**src/rtl/pc_sequencer_pkg.sv**
```systemverilog
// Shared types and constants for the PC sequencer: FSM states, condition codes,
// flag bit positions and the reset PC.
package pc_sequencer_pkg;

    localparam int PC_W = 16;

    typedef enum logic [1:0] {
        ST_RESET  = 2'd0,
        ST_FETCH  = 2'd1,
        ST_EXEC   = 2'd2,
        ST_HALTED = 2'd3
    } state_t;

    localparam logic [2:0] COND_NE  = 3'b000;
    localparam logic [2:0] COND_EQ  = 3'b001;
    localparam logic [2:0] COND_GT  = 3'b010;
    localparam logic [2:0] COND_LT  = 3'b011;
    localparam logic [2:0] COND_GE  = 3'b100;
    localparam logic [2:0] COND_LE  = 3'b101;
    localparam logic [2:0] COND_VS  = 3'b110;
    localparam logic [2:0] COND_UNC = 3'b111;

    localparam int FLAG_N = 0;
    localparam int FLAG_Z = 1;
    localparam int FLAG_V = 2;

    localparam logic [PC_W-1:0] RESET_PC = 16'h0000;

endpackage

```
**src/rtl/pc_sequencer_if.sv**
```systemverilog
// Instruction-memory fetch handshake between the sequencer (master) and the memory (slave).
interface pc_sequencer_if;
    import pc_sequencer_pkg::*;

    logic            imem_req;
    logic [PC_W-1:0] imem_addr;
    logic            imem_rdy;
    logic [15:0]     instr_in;

    modport master (
        output imem_req,
        output imem_addr,
        input  imem_rdy,
        input  instr_in
    );

    modport slave (
        input  imem_req,
        input  imem_addr,
        output imem_rdy,
        output instr_in
    );

endinterface

```
**src/rtl/pc_sequencer_cond_eval.sv**
```systemverilog
// Branch condition evaluation over the {V,Z,N} flag register.
module cond_eval
    import pc_sequencer_pkg::*;
(
    input  logic [2:0] flags,
    input  logic [2:0] cond,
    output logic       taken_cond
);

    logic flag_n;
    logic flag_z;
    logic flag_v;

    assign flag_n = flags[FLAG_N];
    assign flag_z = flags[FLAG_Z];
    assign flag_v = flags[FLAG_V];

    always_comb begin
        taken_cond = 1'b0;
        case (cond)
            COND_NE:  taken_cond = !flag_z;
            COND_EQ:  taken_cond = flag_z;
            COND_GT:  taken_cond = !flag_z && !flag_n;
            COND_LT:  taken_cond = flag_n;
            COND_GE:  taken_cond = flag_z || (!flag_z && !flag_n);
            COND_LE:  taken_cond = flag_n || flag_z;
            COND_VS:  taken_cond = flag_v;
            COND_UNC: taken_cond = 1'b1;
            default:  taken_cond = 1'b0;
        endcase
    end

endmodule

```
**src/rtl/pc_sequencer.sv**
```systemverilog
// Fetch/execute program-counter sequencer with conditional branches, flags and halt.
// Define PC_SEQ_BR_EN to honour br/reg_target (register-indirect branches).
module pc_sequencer
    import pc_sequencer_pkg::*;
(
    input  logic                clk,
    input  logic                rst,
    pc_sequencer_if.master      imem,
    output logic [15:0]         instr_out,
    output logic                instr_valid,
    input  logic                stall,
    input  logic [2:0]          flag_wr,
    input  logic [2:0]          flag_in,
    input  logic                branch,
    input  logic                br,
    input  logic [2:0]          cond,
    input  logic [8:0]          imm,
    input  logic [PC_W-1:0]     reg_target,
    input  logic                halt,
    output logic [PC_W-1:0]     pc_out,
    output logic [2:0]          flags,
    output logic                halted
);

    state_t          state_reg, state_next;
    logic [PC_W-1:0] pc_reg, pc_next;
    logic [2:0]      flags_reg, flags_next;
    logic [15:0]     instr_reg, instr_next;
    // Keeps RESET occupied for one full cycle after rst is first sampled low.
    logic            reset_hold_reg;

    logic [PC_W-1:0] seq_pc;
    logic [PC_W-1:0] b_target;
    logic [PC_W-1:0] target;
    logic            taken_cond;
    logic            taken;

    cond_eval u_cond_eval (
        .flags      (flags_reg),
        .cond       (cond),
        .taken_cond (taken_cond)
    );

    assign seq_pc   = pc_reg + 16'd2;
    assign b_target = seq_pc + {{6{imm[8]}}, imm, 1'b0};

`ifdef PC_SEQ_BR_EN
    assign taken  = (branch | br) & taken_cond;
    assign target = branch ? b_target : reg_target;
`else
    assign taken  = branch & taken_cond;
    assign target = b_target;
    logic unused_br;
    assign unused_br = ^{br, reg_target};
`endif

    always_ff @(posedge clk) begin
        if (rst) begin
            state_reg      <= ST_RESET;
            pc_reg         <= RESET_PC;
            flags_reg      <= 3'b000;
            instr_reg      <= 16'h0000;
            reset_hold_reg <= 1'b1;
        end else begin
            state_reg      <= state_next;
            pc_reg         <= pc_next;
            flags_reg      <= flags_next;
            instr_reg      <= instr_next;
            reset_hold_reg <= 1'b0;
        end
    end

    always_comb begin
        state_next = state_reg;
        pc_next    = pc_reg;
        flags_next = flags_reg;
        instr_next = instr_reg;
        case (state_reg)
            ST_RESET: begin
                if (!reset_hold_reg) state_next = ST_FETCH;
            end
            ST_FETCH: begin
                if (imem.imem_rdy) begin
                    instr_next = imem.instr_in;
                    state_next = ST_EXEC;
                end
            end
            ST_EXEC: begin
                // Condition is judged on flags_reg, i.e. before this commit's flag write.
                if (!stall) begin
                    pc_next    = halt ? pc_reg : (taken ? target : seq_pc);
                    flags_next = (flags_reg & ~flag_wr) | (flag_in & flag_wr);
                    state_next = halt ? ST_HALTED : ST_FETCH;
                end
            end
            ST_HALTED: begin
                state_next = ST_HALTED;
            end
            default: state_next = ST_RESET;
        endcase
    end

    assign imem.imem_req  = (state_reg == ST_FETCH);
    assign imem.imem_addr = pc_reg;
    assign instr_out      = instr_reg;
    assign instr_valid    = (state_reg == ST_EXEC);
    assign pc_out         = pc_reg;
    assign flags          = flags_reg;
    assign halted         = (state_reg == ST_HALTED);

endmodule

```
**src/flat_wrapper.sv**
```systemverilog
// flat-port wrapper written by rule: the top's interface ports become plain ports
module pc_sequencer_flat import pc_sequencer_pkg::*;
  (clk, rst, instr_out, instr_valid, stall, flag_wr, flag_in, branch, br, cond, imm, reg_target, halt, pc_out, flags, halted, imem_imem_req, imem_imem_addr, imem_imem_rdy, imem_instr_in);
  pc_sequencer_if imem_i ();
  input  logic clk;
  input  logic rst;
  output logic [15:0] instr_out;
  output logic instr_valid;
  input  logic stall;
  input  logic [2:0] flag_wr;
  input  logic [2:0] flag_in;
  input  logic branch;
  input  logic br;
  input  logic [2:0] cond;
  input  logic [8:0] imm;
  input  logic [PC_W-1:0] reg_target;
  input  logic halt;
  output logic [PC_W-1:0] pc_out;
  output logic [2:0] flags;
  output logic halted;
  output wire logic [$bits(imem_i.imem_req)-1:0] imem_imem_req;
  output wire logic [$bits(imem_i.imem_addr)-1:0] imem_imem_addr;
  input wire logic [$bits(imem_i.imem_rdy)-1:0] imem_imem_rdy;
  input wire logic [$bits(imem_i.instr_in)-1:0] imem_instr_in;
  assign imem_imem_req = imem_i.imem_req;
  assign imem_imem_addr = imem_i.imem_addr;
  assign imem_i.imem_rdy = imem_imem_rdy;
  assign imem_i.instr_in = imem_instr_in;
  pc_sequencer u_core (.clk(clk), .rst(rst), .imem(imem_i), .instr_out(instr_out), .instr_valid(instr_valid), .stall(stall), .flag_wr(flag_wr), .flag_in(flag_in), .branch(branch), .br(br), .cond(cond), .imm(imm), .reg_target(reg_target), .halt(halt), .pc_out(pc_out), .flags(flags), .halted(halted));
endmodule
```
**config.mk**
```make
export PLATFORM = sky130hd
export DESIGN_NAME = pc_sequencer_flat
export DESIGN_NICKNAME = d
export VERILOG_FILES = /design/src/rtl/pc_sequencer_pkg.sv /design/src/rtl/pc_sequencer_if.sv /design/src/rtl/pc_sequencer_cond_eval.sv /design/src/rtl/pc_sequencer.sv /design/src/flat_wrapper.sv
export SDC_FILE = /design/constraint.sdc
export NUM_CORES = 1
export LEC_CHECK = 0
export ABC_CLOCK_PERIOD_IN_PS = 3500
export BUFFER_PORTS_ARGS = -buffer_cell sky130_fd_sc_hd__buf_4
export CORE_ASPECT_RATIO = 0.9
export CORE_UTILIZATION = 49
export CTS_BUF_LIST = sky130_fd_sc_hd__clkbuf_8
export CTS_CLUSTER_DIAMETER = 30
export CTS_CLUSTER_SIZE = 28
export DETAILED_ROUTE_END_ITERATION = 10
export GPL_TIMING_DRIVEN = 0
export PLACE_DENSITY = 0.86
export SETUP_SLACK_MARGIN = 0.15
export SLEW_MARGIN = 25
export SYNTH_ARGS = -nofsm -noshare
export SYNTH_HDL_FRONTEND = slang
export SYNTH_SLANG_ARGS = --single-unit
```
**constraint.sdc**
```tcl
create_clock -name clk -period 3.5 [get_ports clk]
set_input_delay 0.525 -clock clk [delete_from_list [all_inputs] [get_ports clk]]
set_output_delay 0.525 -clock clk [all_outputs]
set_load 0.01 [all_outputs]
```
Yosys cells after proc, flatten, opt, wreduce, memory -nomap -nowiden
Cells that the tools add are included.

Add/sub/neg operators: 2. Multiply operators: 0. Div/mod/pow operators: 0. Magnitude comparators: 0. Equality and inequality tests: 13. Shifts and indexed selects: 0. Multiplexer cells: 8. Bitwise logic cells: 7. Reductions and logical operators: 11.

Operator list (number): 16-bit adder (1); 16-bit by 2-bit adder with 16-bit output (second input constant) (1); 16-bit 2-to-1 mux (1); 3-bit == test (second input constant) (4); 2-bit 2-to-1 mux (4); 1-bit one-hot mux with 8 select lines (1); 2-bit one-hot mux with 4 select lines (1); 3-bit AND (2); 3-bit by 2-bit == test with 1-bit output (second input constant) (2); 3-bit AND reduction (2); 2-bit == test (second input constant) (2); 2-bit inequality test (second input constant) (2); 2-bit AND reduction (2); 3-bit by 1-bit == test with 1-bit output (second input constant) (1); 3-bit zero test (1); 3-bit inverter (1); 3-bit OR (1); 2-bit by 1-bit == test with 1-bit output (second input constant) (1); 1-bit zero test (2); 2-bit zero test (1); 1-bit logical OR (2); 2-bit by 1-bit inequality test with 1-bit output (second input constant) (1); 1-bit inverter (2); 1-bit AND (1); other kinds (2) (2).

Register bits: 38. Latch bits: 0. Memory bits (writable): 0. ROM bits: 0. Output and inout bits: 54. Logic and storage cells: 46. Memories: 0.

Longest topological paths before layout
Depth in word-level cells: 6. Depth in mapped cells: 12. Mapped depth without buffers: 11.

Cells and area by module
From an unflattened synthesis, not the netlist that was laid out.

Cells, all modules: 360. Area total of the unflattened synthesis: 2707.6 um^2.

Modules (own cells, without submodules): pc_sequencer (instances 1, cells each 349, area each 2631.3 um^2); cond_eval (instances 1, cells each 11, area each 76.3 um^2).

Worst setup path after synthesis
No wires, ideal clock.

Path type: register to register. Start: register u_core.pc_reg[1], in the netlist u_core.imem.imem_addr[1]. End: register u_core.pc_reg[13], in the netlist u_core.imem.imem_addr[13]. Library setup time: 0.075 ns. Arrival time: 2.640 ns. Data required time: 3.425 ns. Slack: 0.785 ns. Stages on the path, launching flop included: 13. Path buffers: 1. Period minus slack after synthesis: 2.715 ns. Path through: dfxtp_1 -> ha_1 -> nand3_1 -> nor3_1 -> xnor2_1 -> ha_1 -> clkbuf_1 -> nand4_1 -> nor3_1 -> o31a_1 -> nor3_1 -> nand4b_1 -> a31oi_1.

Word-level cells in the longest chain between the ends: 3.

Ends and longest elaborated chain: from (decl) (line pc_sequencer.sv:26) `logic [PC_W-1:0] pc_reg, pc_next;`; from (signal assigned) (line pc_sequencer.sv:66) `pc_reg <= pc_next;`; 16-bit by 2-bit adder with 16-bit output * (line pc_sequencer.sv:44) `assign seq_pc = pc_reg + 16'd2;`; 16-bit adder (line pc_sequencer.sv:45) `assign b_target = seq_pc + {{6{imm[8]}}, imm, 1'b0};`; 16-bit 2-to-1 mux * (line pc_sequencer.sv:91) `pc_next = halt ? pc_reg : (taken ? target : seq_pc);`.

Every way passes the cells marked *; elsewhere a longest branch is shown, timed or not. A chain may end at the register's enable or synchronous reset.

Worst setup path in the final report
Same ends and word-level chain as after synthesis.

==> metrics.md <==
| Metric | Value |
|---|---|
| Sequential cell area | 742 um^2 |
| Vias in the first global route | 2628 |
| Row count | 25 |
| Yosys warning count | 0 |
| FF-to-FF End | u_core.imem.imem_addr[13]$_SDFFE_PP0P_ |
| FMAX | between 300 and 400 MHz |
| Die height | 72.0 um |
| Setup TNS | 0 ns |
| Period minus WS final | 3.10 ns |
| Slew @ Worst Pin | between 0.5 and 0.6 ns |
| Number of diodes | 0 |
| RSZ-0062 raised after global routing | no |
| Nets | 526 |
| Post-Synthesis Cells | 352 |
| Net switching power | 269 uW |
| Max reg flops | 16 |
| Drt via density | 5.63 |
| RR Startpoint | u_core.imem.imem_addr[1]$_SDFFE_PP0P_ |
| Final Max Slew Viols | 0 |
| Synthesized area | 0.00267 mm^2 |
| DRT Pass-1 Iters | 5 |
| Post-DP HPWL | 5880 um |
| Clk root buf | clkbuf_8 |
| Placed instance area | about 0.0034 mm^2 |
| Total Wirelength | around 7600 um |
| Core Area | 0.00526 mm^2 |
| Post-CTS setup buffers | 0 |
| Post-Synth XOR/XNOR Area | 6.90% |
| Non-Filler Instances | 519 |
| Initial antenna violation count | 0 |
| DIE AREA | 0.00574 mm^2 |
| Maxcap violations | 0 |
| Total Power | 937 uW |
| Adder-cell share of the synthesized area | 8.73% |
| Synth Area in Compound Gates | between 20 and 25% |
| Endpoints failing setup | 0 |
| Mux cell area share after synthesis | less than 1% |
| Combinational family with the most area after synthesis | simple AND/OR/NAND/NOR gates |
| Startpoint Class | flop |
| Clock buffer depth | 2 |
| Switching Share | 28.7% |
| CTS tree | yes |
| CP Cell Sequence | and4_1 > and4_1 > nand3_1 > xnor2_1 > ha_1 > a21oi_2 > o21ai_0 > a31o_2 > o21ai_0 > nand4b_1 > a31oi_1 |
| DRC viols | 0 |
| Post-synth ARST share | 0% |
| Layout cell share with drive strength beyond 1 | ~29% |
| Req. time, crit path | 3.71 ns |
| P&R area growth vs syn | 32.9% |
| First-pass GRT wire length | 11800 um |
| Post-Synth Simple-Gate Area | 24.8% |
| CTS H-tree lvls | 2 |
| Die Span X | roughly 80 um |
| Logic pwr share | 21.7% |
| Dominant synthesized flop cell | dfxtp_1 |
| CP max stage delay | 0.51 ns |
| Outcome | completed |
| CP endpoint kind | flop |
| Power per Cell Area | roughly 260 mW/mm^2 |
| Hold slack | ~0.35 ns |
| CP Buf/Inv Count | 0 |
| Worst hold start | rst |
| Insertion delay to the later sink of the worst-skew pair | 0.29 ns |
| Drt first-iter violations | 207 |
| Clk sinks | 37 |
| WS Path Type | reg2reg |
| Fin Clk Skew | roughly 0.0068 ns |
| Fin. Hold Viols | 0 |
| Port bufs | 91 |
| Crit Path Max Fanout | 9 |
| Fillcell total | 482 |
| WHS Path Cells | 1 |
| Aggregate global-route resource usage | 26.0% |
| CP max stage cell | dfxtp_1 |
| Vias | approximately 3000 |
| Synthesized area per cell | 7.57 um^2 |
| Clock slew at reported path FFs | 0.08 ns |
| Cell Count Post-Placement | 511 |
| Routed length per instance | 14.7 um |
| WHS Endpoint | u_core.reset_hold_reg$_DFF_P_ |
| Routed Antenna Nets | 0 |
| Routability cong. | 0.967 |
| Post-synth EDFFs | 0 |
| Overflow after GRT | 0 |
| Initial Util | 50.7% |
| Clock network power share | 30.6% |
| Synth Register Bits | 37 |
| Arr. time, crit path | 3.32 ns |
| FF-to-FF path depth | 11 |
| Total CTS buffers | 5 |
| Peak VDD IR | 0.000180 V |
| Kind of cell adding the most delay to the critical path | compound AO/OA/AOI/OAI gates |
| Fin crit share | 88.7% |
| Area of the multi-input gates | roughly 0.0017 mm^2 |
| Top Ports | 111 |
| LEAKAGE | 0.00155 uW |
| Design area | approximately 0.0035 mm^2 |
| Sequential power share | a little under half |
| Post-synth cell types | 52 |
| Seq/Total Area, Yosys | 27.8% |
| Largest net degree at the start of global routing | 12 |
| Worst R2R Setup Slack | 0.40 ns |
| Internal power | 668 uW |
| Hold Crit Class | in2reg |
| Max transition margin | between 60% and 70% |
cell families after synthesis:
kind of cell    count (synthesis)
xor+xnor                       21
mux                             2
simple gates                  138
fa+ha+maj                      18
compound gates                 96
other cells                     1
flops                          37
buf+inv                        39
synthesized netlist by cell type, drive strengths merged (3+ instances only):
master  count  share of area (%)
a211oi      7                2.2
a21oi      41                7.7
a31oi       6                1.4
and4        4                1.3
buf        22                6.2
clkbuf      9                1.3
dfxtp      37                 28
ha         17                8.0
inv         8                1.1
nand2      62                8.7
nand2b      4               0.94
nand3      16                3.0
nor2       17                2.4
nor2b       4               0.94
nor3       13                2.4
nor3b       4                1.1
o211ai      3                1.0
o21a        4                1.1
o21ai      19                3.6
o31ai       3                1.0
xnor2      18                5.9
xor2        3               0.99
layout by cell type, fill, tap and decap left out, types with 3 or more instances in the layout:
| master | n |
|---|---|
| a211oi_1 | 6 |
| a21oi_1 | 39 |
| a31oi_1 | 6 |
| and4_1 | 4 |
| buf_4 | 109 |
| clkbuf_1 | 9 |
| clkbuf_8 | 5 |
| dfxtp_1 | 36 |
| ha_1 | 17 |
| inv_1 | 9 |
| nand2_1 | 62 |
| nand2b_1 | 4 |
| nand3_1 | 15 |
| nor2_1 | 17 |
| nor2b_1 | 4 |
| nor3_1 | 12 |
| nor3b_1 | 4 |
| o21a_1 | 4 |
| o21ai_0 | 18 |
| xnor2_1 | 18 |
| xor2_1 | 3 |
worst reg2reg max path, stage by stage, from the launching register on:
cell and delay [ns]:
dfxtp_1 0.51, and4_1 0.34, and4_1 0.33, nand3_1 0.12, xnor2_1 0.26, ha_1 0.37
a21oi_2 0.26, o21ai_0 0.13, a31o_2 0.26, o21ai_0 0.15, nand4b_1 0.13, a31oi_1 0.17
worst max path at each step:
stage,slack (ns),to,cells past startpoint,start
5_1_grt,0.17,u_core.imem.imem_addr[13]$_SDFFE_PP0P_,11,u_core.imem.imem_addr[1]$_SDFFE_PP0P_
4_1_cts,0.26,u_core.imem.imem_addr[13]$_SDFFE_PP0P_,12,u_core.imem.imem_addr[1]$_SDFFE_PP0P_
3_5_place_dp,0.29,u_core.imem.imem_addr[13]$_SDFFE_PP0P_,12,u_core.imem.imem_addr[1]$_SDFFE_PP0P_
6_report,0.40,u_core.imem.imem_addr[13]$_SDFFE_PP0P_,11,u_core.imem.imem_addr[1]$_SDFFE_PP0P_
2_1_floorplan,0.79,u_core.imem.imem_addr[13]$_SDFFE_PP0P_,12,u_core.imem.imem_addr[1]$_SDFFE_PP0P_
3_3_place_gp,0.35,u_core.imem.imem_addr[13]$_SDFFE_PP0P_,12,u_core.imem.imem_addr[1]$_SDFFE_PP0P_
metal layers:
| layer | vias to the layer above | share of wire [%] | track usage, % |
|---|---|---|---|
| met5 | - | 0 | 0 |
| li1 | 1427 | - | - |
| met3 | 5 | 6.4 | 3.14 |
| met4 | 0 | 0.75 | 7.54 |
| met2 | 125 | 49 | 44.9 |
| met1 | 1366 | 44 | 34.0 |
final cells by class:
class | count | share of cell area (%)
clock buffers | 5 | 1.94
repair buffers | 91 | 19.3
flip-flops and latches | 37 | 20.9
clock inverters | 3 | 0.388
plain buffers | 31 | 5.65
well taps | 67 | 2.36
multi-input cells | 277 | 48.6
inverters | 8 | 0.847
power groups by stage:
stage	clock network, uW	logic (uW)	registers [uW]
6_report	287	203	447
3_3_place_gp	0	195	455
5_1_grt	300	221	449
3_5_place_dp	0	200	456
4_1_cts	291	201	446
2_1_floorplan	0	107	459
metrics by stage:
stage | worst slack [ns] | utilization, %
3_3_place_gp | 0.353 | 65.4
6_report | 0.396 | 67.5
5_1_grt | 0.168 | 67.5
4_1_cts | 0.256 | 67.0
3_5_place_dp | 0.291 | 65.4
2_1_floorplan | 0.785 | -
what timing repair did:
item | 4_1_cts | 5_1_grt
gates resized for setup | 0 | 6
setup endpoints to repair | 0 | 4
hold buffers | 0 | 0
Power figures use the tool's default switching activity.
